<file path="src/rtl/bcd_meas_pkg.sv">
// Shared types and constants for the BCD measurement sequencer.
package bcd_meas_pkg;

    localparam int unsigned BCD_W = 12;
    localparam logic [BCD_W-1:0] BCD_MAX = 12'h999;

    typedef enum logic [2:0] {
        IDLE   = 3'd0,
        CLEAR  = 3'd1,
        GATE   = 3'd2,
        SETTLE = 3'd3,
        LATCH  = 3'd4
    } state_t;

    function automatic int unsigned max_u(input int unsigned a, input int unsigned b);
        return (a > b) ? a : b;
    endfunction

endpackage

</file>
<file path="src/rtl/sync_edge_det.sv">
// Two-flop synchronizer plus a third flop for registered rising-edge detection.
module sync_edge_det (
    input  logic clk,
    input  logic rst,
    input  logic d,
    output logic rise
);

    logic meta;
    logic sync;
    logic prev;

    always_ff @(posedge clk or negedge rst) begin
        if (!rst) begin
            meta <= 1'b0;
            sync <= 1'b0;
            prev <= 1'b0;
            rise <= 1'b0;
        end else begin
            meta <= d;
            sync <= meta;
            prev <= sync;
            rise <= sync & ~prev;
        end
    end

endmodule

</file>
<file path="src/rtl/bcd_meas_ctrl.sv">
// Gate-window measurement sequencer driving an external 3-digit BCD counter.
// Define BCD_MEAS_AUTO_RESTART_EN for continuous back-to-back measurements.
module bcd_meas_ctrl
    import bcd_meas_pkg::*;
#(
    parameter int unsigned GATE_CYCLES   = 1000,
    parameter int unsigned CLR_CYCLES    = 2,
    parameter int unsigned SETTLE_CYCLES = 2
) (
    input  logic             clk,
    input  logic             rst,
    input  logic             start,
    input  logic             sig_in,
    input  logic [BCD_W-1:0] cnt_q,
    input  logic             cnt_cout,
    output logic             cnt_clr_n,
    output logic             cnt_cin,
    output logic [BCD_W-1:0] result,
    output logic             overflow,
    output logic             busy,
    output logic             done
);

    localparam int unsigned CNT_MAX = max_u(GATE_CYCLES, max_u(CLR_CYCLES, SETTLE_CYCLES));
    localparam int unsigned CNT_W   = $clog2(CNT_MAX + 1);

    state_t           state;
    state_t           next_state;
    logic [CNT_W-1:0] cnt;
    logic [CNT_W-1:0] cnt_load;
    logic             cnt_zero;
    logic             rise;
    logic             ovf_seen;

    logic             clr_n_d;
    logic             cin_d;
    logic             busy_d;
    logic             done_d;
    logic             ovf_seen_d;
    logic [BCD_W-1:0] result_d;
    logic             overflow_d;

    assign cnt_zero = (cnt == '0);

    sync_edge_det u_sync_edge_det (
        .clk  (clk),
        .rst  (rst),
        .d    (sig_in),
        .rise (rise)
    );

    // State register; phase counter loads on state entry and counts down to zero.
    always_ff @(posedge clk or negedge rst) begin
        if (!rst) begin
            state <= IDLE;
            cnt   <= '0;
        end else begin
            state <= next_state;
            if (next_state != state) begin
                cnt <= cnt_load;
            end else if (!cnt_zero) begin
                cnt <= cnt - CNT_W'(1);
            end
        end
    end

    always_comb begin
        next_state = state;
        cnt_load   = '0;
        case (state)
            IDLE:    if (start)    next_state = CLEAR;
            CLEAR:   if (cnt_zero) next_state = GATE;
            GATE:    if (cnt_zero) next_state = SETTLE;
            SETTLE:  if (cnt_zero) next_state = LATCH;
`ifdef BCD_MEAS_AUTO_RESTART_EN
            LATCH:   next_state = CLEAR;
`else
            LATCH:   next_state = IDLE;
`endif
            default: next_state = IDLE;
        endcase
        case (next_state)
            CLEAR:   cnt_load = CNT_W'(CLR_CYCLES - 1);
            GATE:    cnt_load = CNT_W'(GATE_CYCLES - 1);
            SETTLE:  cnt_load = CNT_W'(SETTLE_CYCLES - 1);
            default: cnt_load = '0;
        endcase
    end

    // Next values of the registered outputs; they track next_state so each
    // output is aligned with the state it belongs to.
    always_comb begin
        clr_n_d    = (next_state != CLEAR);
        busy_d     = (next_state != IDLE);
        cin_d      = rise && (state == GATE);
        done_d     = (state == LATCH);
        ovf_seen_d = ovf_seen;
        result_d   = result;
        overflow_d = overflow;
        if (next_state == CLEAR && state != CLEAR) begin
            ovf_seen_d = 1'b0;
        end else if (cnt_cout && (state == GATE || state == SETTLE)) begin
            ovf_seen_d = 1'b1;
        end
        if (state == LATCH) begin
            result_d   = ovf_seen ? BCD_MAX : cnt_q;
            overflow_d = ovf_seen;
        end
    end

    always_ff @(posedge clk or negedge rst) begin
        if (!rst) begin
            cnt_clr_n <= 1'b0;
            cnt_cin   <= 1'b0;
            busy      <= 1'b0;
            done      <= 1'b0;
            ovf_seen  <= 1'b0;
            result    <= '0;
            overflow  <= 1'b0;
        end else begin
            cnt_clr_n <= clr_n_d;
            cnt_cin   <= cin_d;
            busy      <= busy_d;
            done      <= done_d;
            ovf_seen  <= ovf_seen_d;
            result    <= result_d;
            overflow  <= overflow_d;
        end
    end

endmodule

</file>
<file path="config.mk">
export PLATFORM = sky130hd
export DESIGN_NAME = bcd_meas_ctrl
export DESIGN_NICKNAME = d
export VERILOG_FILES = /design/src/rtl/bcd_meas_pkg.sv /design/src/rtl/sync_edge_det.sv /design/src/rtl/bcd_meas_ctrl.sv
export SDC_FILE = /design/constraint.sdc
export NUM_CORES = 1
export LEC_CHECK = 0
export BUFFER_PORTS_ARGS = -buffer_cell sky130_fd_sc_hd__buf_2
export CAP_MARGIN = 0
export CORE_MARGIN = 4
export CORE_UTILIZATION = 30
export CTS_CLUSTER_SIZE = 8
export DETAILED_ROUTE_END_ITERATION = 10
export GPL_TIMING_DRIVEN = 0
export SETUP_SLACK_MARGIN = 0.3
export SLEW_MARGIN = 0
export SYNTH_ARGS = -nofsm -noshare
export SYNTH_HDL_FRONTEND = slang
export SYNTH_SLANG_ARGS = --single-unit
</file>
<file path="constraint.sdc">
create_clock -name clk -period 3.03 [get_ports clk]
set_input_delay 0.4545 -clock clk [delete_from_list [all_inputs] [get_ports clk]]
set_output_delay 0.4545 -clock clk [all_outputs]
set_load 0.01 [all_outputs]
</file>
==> reports/qor.csv <==
stage,metric,value,unit
synth,syn_avg_cell_area,10.2,um2
floorplanning,core_area,0.00511,mm2
floorplanning,dieHeight,80.4,um
sta,period_needed,1.94,ns
critical_path,crit_required,3.20,ns
power_and_ir_drop,netSwitchingFraction,34.8,%
final_layout,multi_input_area,653,um2
power_and_ir_drop,vdd_ir_drop_max,266,uV
clocking,postCtsHoldBufs,0,
sta,fin_crit_sh,63.9,%
global_routing,busiest_layer,met2,
global_routing,grt_use_met3,3.92,%
detailed_routing,antenna_left,0,
final_layout,n_antenna_cell,0,
synth,syn-cell-area,0.00157,mm2
detailed_routing,wl_per_cell,12.1,um
placed_design,port_buffers,33,
clocking,htreeDepth,2,
critical_path,r2r_slack,1.09,ns
synth,synth_edf_count,0,
sta,drv_slew,0,
final_layout,fill_cells,534,
critical_path,critical_path.max_fanout,10,
floorplanning,dieArea,0.00646,mm2
power_and_ir_drop,p_sw,0.583,mW
final_layout,drive_gt1_share,26.7,%
critical_path,max_stage_delay,0.43,ns
detailed_routing,wl,3200,um
run_status,status,completed,
floorplanning,die_w,80.4,um
detailed_routing,vias,1211,
global_routing,antenna_found_initial,0,
global_routing,globalRouteOverflowTotal,0,
clocking,cts_resized,0,
floorplanning,start_util,30.8,%
global_routing,grt_pass1_vias,1179,
final_layout,nets,212,
power_and_ir_drop,leakage,0.880,nW
synth,yosysWarnings,0,
critical_path,crit_path_top_delay_cell,dfrtp_1,
power_and_ir_drop,power_density,864,mW/mm2
final_layout,fin_util,38.0,%
sta,max_slew_margin,47.2,%
sta,finalHoldWorstSlack,0.252,ns
synth,synth.net_count,172,
power_and_ir_drop,power.internal,1.09,mW
clocking,ctsLongestPathBuffers,2,
synth,ys_types,37,
sta,setup_viol,0,
final_layout,layout_common_cells,"35 x dfrtp_1, 34 x buf_2, 24 x nor2_1",
clocking,root_buffer,clkbuf_8,
global_routing,grt_pass1_wl,5470,um
sta,finalHoldViolations,0,
final_layout,syn_to_final_growth,23.6,%
sta,fin_setup_tns,0,ns
sta,worst_pin_slew,0.791,ns
sta,fmax,0.516,GHz
synth,synth_seq_cells,35,
critical_path,cp-end-kind,register,
global_routing,track_usage,11.0,%
floorplanning,rows,26,
critical_path,cp_data_arrival_time,2.11,ns
synth,async_flop_share,100,%
global_routing,grtUsageMet2,18.0,%
clocking,cts_made_buffers,5,
floorplanning,ios,34,
critical_path,cp_cell_sequence,"inv_1, ha_1, nor2b_1, nand3_1, buf_2, a221o_1",
synth,syn_inst,154,
synth,yosysSeqAreaShare,55.7,%
sta,rsz0062_at_grt,false,
placed_design,hpwl,2220,um
power_and_ir_drop,clockPowerShare,26.0,%
clocking,cts_setup_buffers,0,
detailed_routing,drt_iter0_drc,60,
clocking,cts.reportedPaths.clkPinSlew,0.07,ns
worst_hold_path,hp-class,in -> async,
synth,ys.flop_type,dfrtp_1,
flow_run,max_cap_viol_count,0,
power_and_ir_drop,pwr-share-seq,41.4,%
placed_design,globalplace.congestion,0.730,
global_routing,met1_usage,13.4,%
clocking,clock_insertion_delay_worst_skew,0.28,ns
critical_path,worstSetupPathType,reg -> reg,
final_layout,layout_commonest_cell,dfrtp_1,
final_layout,ff_latch_area,876,um2
detailed_routing,detail_route.vias_per_cell,4.57,
clocking,cts_tree,done,
detailed_routing,drc_errors,0,
detailed_routing,dr.pass1.iters,4,
global_routing,grt_max_degree,36,
clocking,clock-sinks,35,
critical_path,critPathLaunchType,register,
sta,fin_skew,0.00527,ns
power_and_ir_drop,power_frac_comb,32.7,%
## critical path, delay by kind of cell, from the launching register on
| family | cells | cell delay (ns) |
|---|---|---|
| and+or+nand+nor | 2 | 0.47 |
| AOI/OAI and AO/OA | 1 | 0.34 |
| adders and majority gates | 1 | 0.27 |
| buffers and inverters | 2 | 0.32 |
| DFF | 1 | 0.43 |
## per-layer routing
metal  routed length (um)  up-vias
met3                  218        4
met5                    0        -
li1                     -      605
met1                 1440      571
met2                 1510       31
met4                   35        0
## metrics by stage
step	total power, mW	setup WS (ns)	std cells	cell area [um2]
CTS	1.70	1.10	265	1940
global route	1.81	0.900	265	1940
global placement	1.25	1.13	257	1820
detailed placement	1.26	1.11	257	1820
finish	1.68	1.09	265	1940
floorplan	1.11	1.35	154	1570
## power by group through the flow
| stage | clock network (mW) | logic, mW | registers, mW |
|---|---|---|---|
| after floorplan | 0 | 0.408 | 0.700 |
| after global placement | 0 | 0.546 | 0.700 |
| after detailed placement | 0 | 0.555 | 0.701 |
| after CTS | 0.452 | 0.556 | 0.694 |
| after global routing | 0.476 | 0.622 | 0.710 |
| final | 0.436 | 0.548 | 0.694 |
## logic make-up (layout without fill, tap and decap cells)
| family | count (synthesis) | after routing | share of synthesized area, % |
|---|---|---|---|
| AO/OA/AOI/OAI | 33 | 33 | 13.8 |
| XOR/XNOR | 5 | 5 | 2.79 |
| adder cells (fa/ha/maj) | 1 | 1 | 0.796 |
| buffers and inverters | 11 | 52 | 2.71 |
| flip-flops | 35 | 35 | 55.7 |
| multiplexers | 1 | 1 | 0.717 |
| AND/OR/NAND/NOR | 68 | 68 | 23.5 |
## final timing paths
kind | from | to | depth (start not counted)
setup / recovery | cnt[0] | cnt[0] | 6
hold / removal | rst | result[1] | 1
setup reg to reg | cnt[0] | cnt[0] | 6
hold reg to reg | u_sync_edge_det.meta | u_sync_edge_det.sync | 0
max in group asynchronous | rst | u_sync_edge_det.rise | 1
min in group clk | sig_in | u_sync_edge_det.meta | 1
## flip-flops by register name, summed over array words and instances, names as in the netlist
signal / cells
cnt_clr_n: 1
done: 1
cnt_cin: 1
result: 12
cnt: 10
overflow: 1
u_sync_edge_det.sync: 1
u_sync_edge_det.rise: 1
u_sync_edge_det.prev: 1
u_sync_edge_det.meta: 1
state: 3
busy: 1
ovf_seen: 1
## cell usage after synthesis, drive strengths merged, types with 2 or more instances
library cell  count  area (um2)
o21ai            14        70.1
a21oi            10        61.3
nor2             24        90.1
nor2b             4        25.0
nor4              2        33.8
nand2            17        63.8
xor2              3        26.3
nand2b            8        50.1
nand4             2        12.5
nor3b             2        15.0
clkbuf            6        22.5
nor3              2        26.3
inv               4        15.0
nand3             2        10.0
xnor2             2        17.5
dfrtp            35         876
## area by class of cell
cell class,count,area share (%)
Inverter,4,0.773
Timing Repair Buffer,33,8.51
Clock buffer,6,4.25
Clock inverter,2,1.80
Multi-Input combinational cell,108,33.6
Sequential cell,35,45.1
Buffer,7,1.42
Tap cell,70,4.51
No activity file was read; power rests on OpenSTA's default activity.
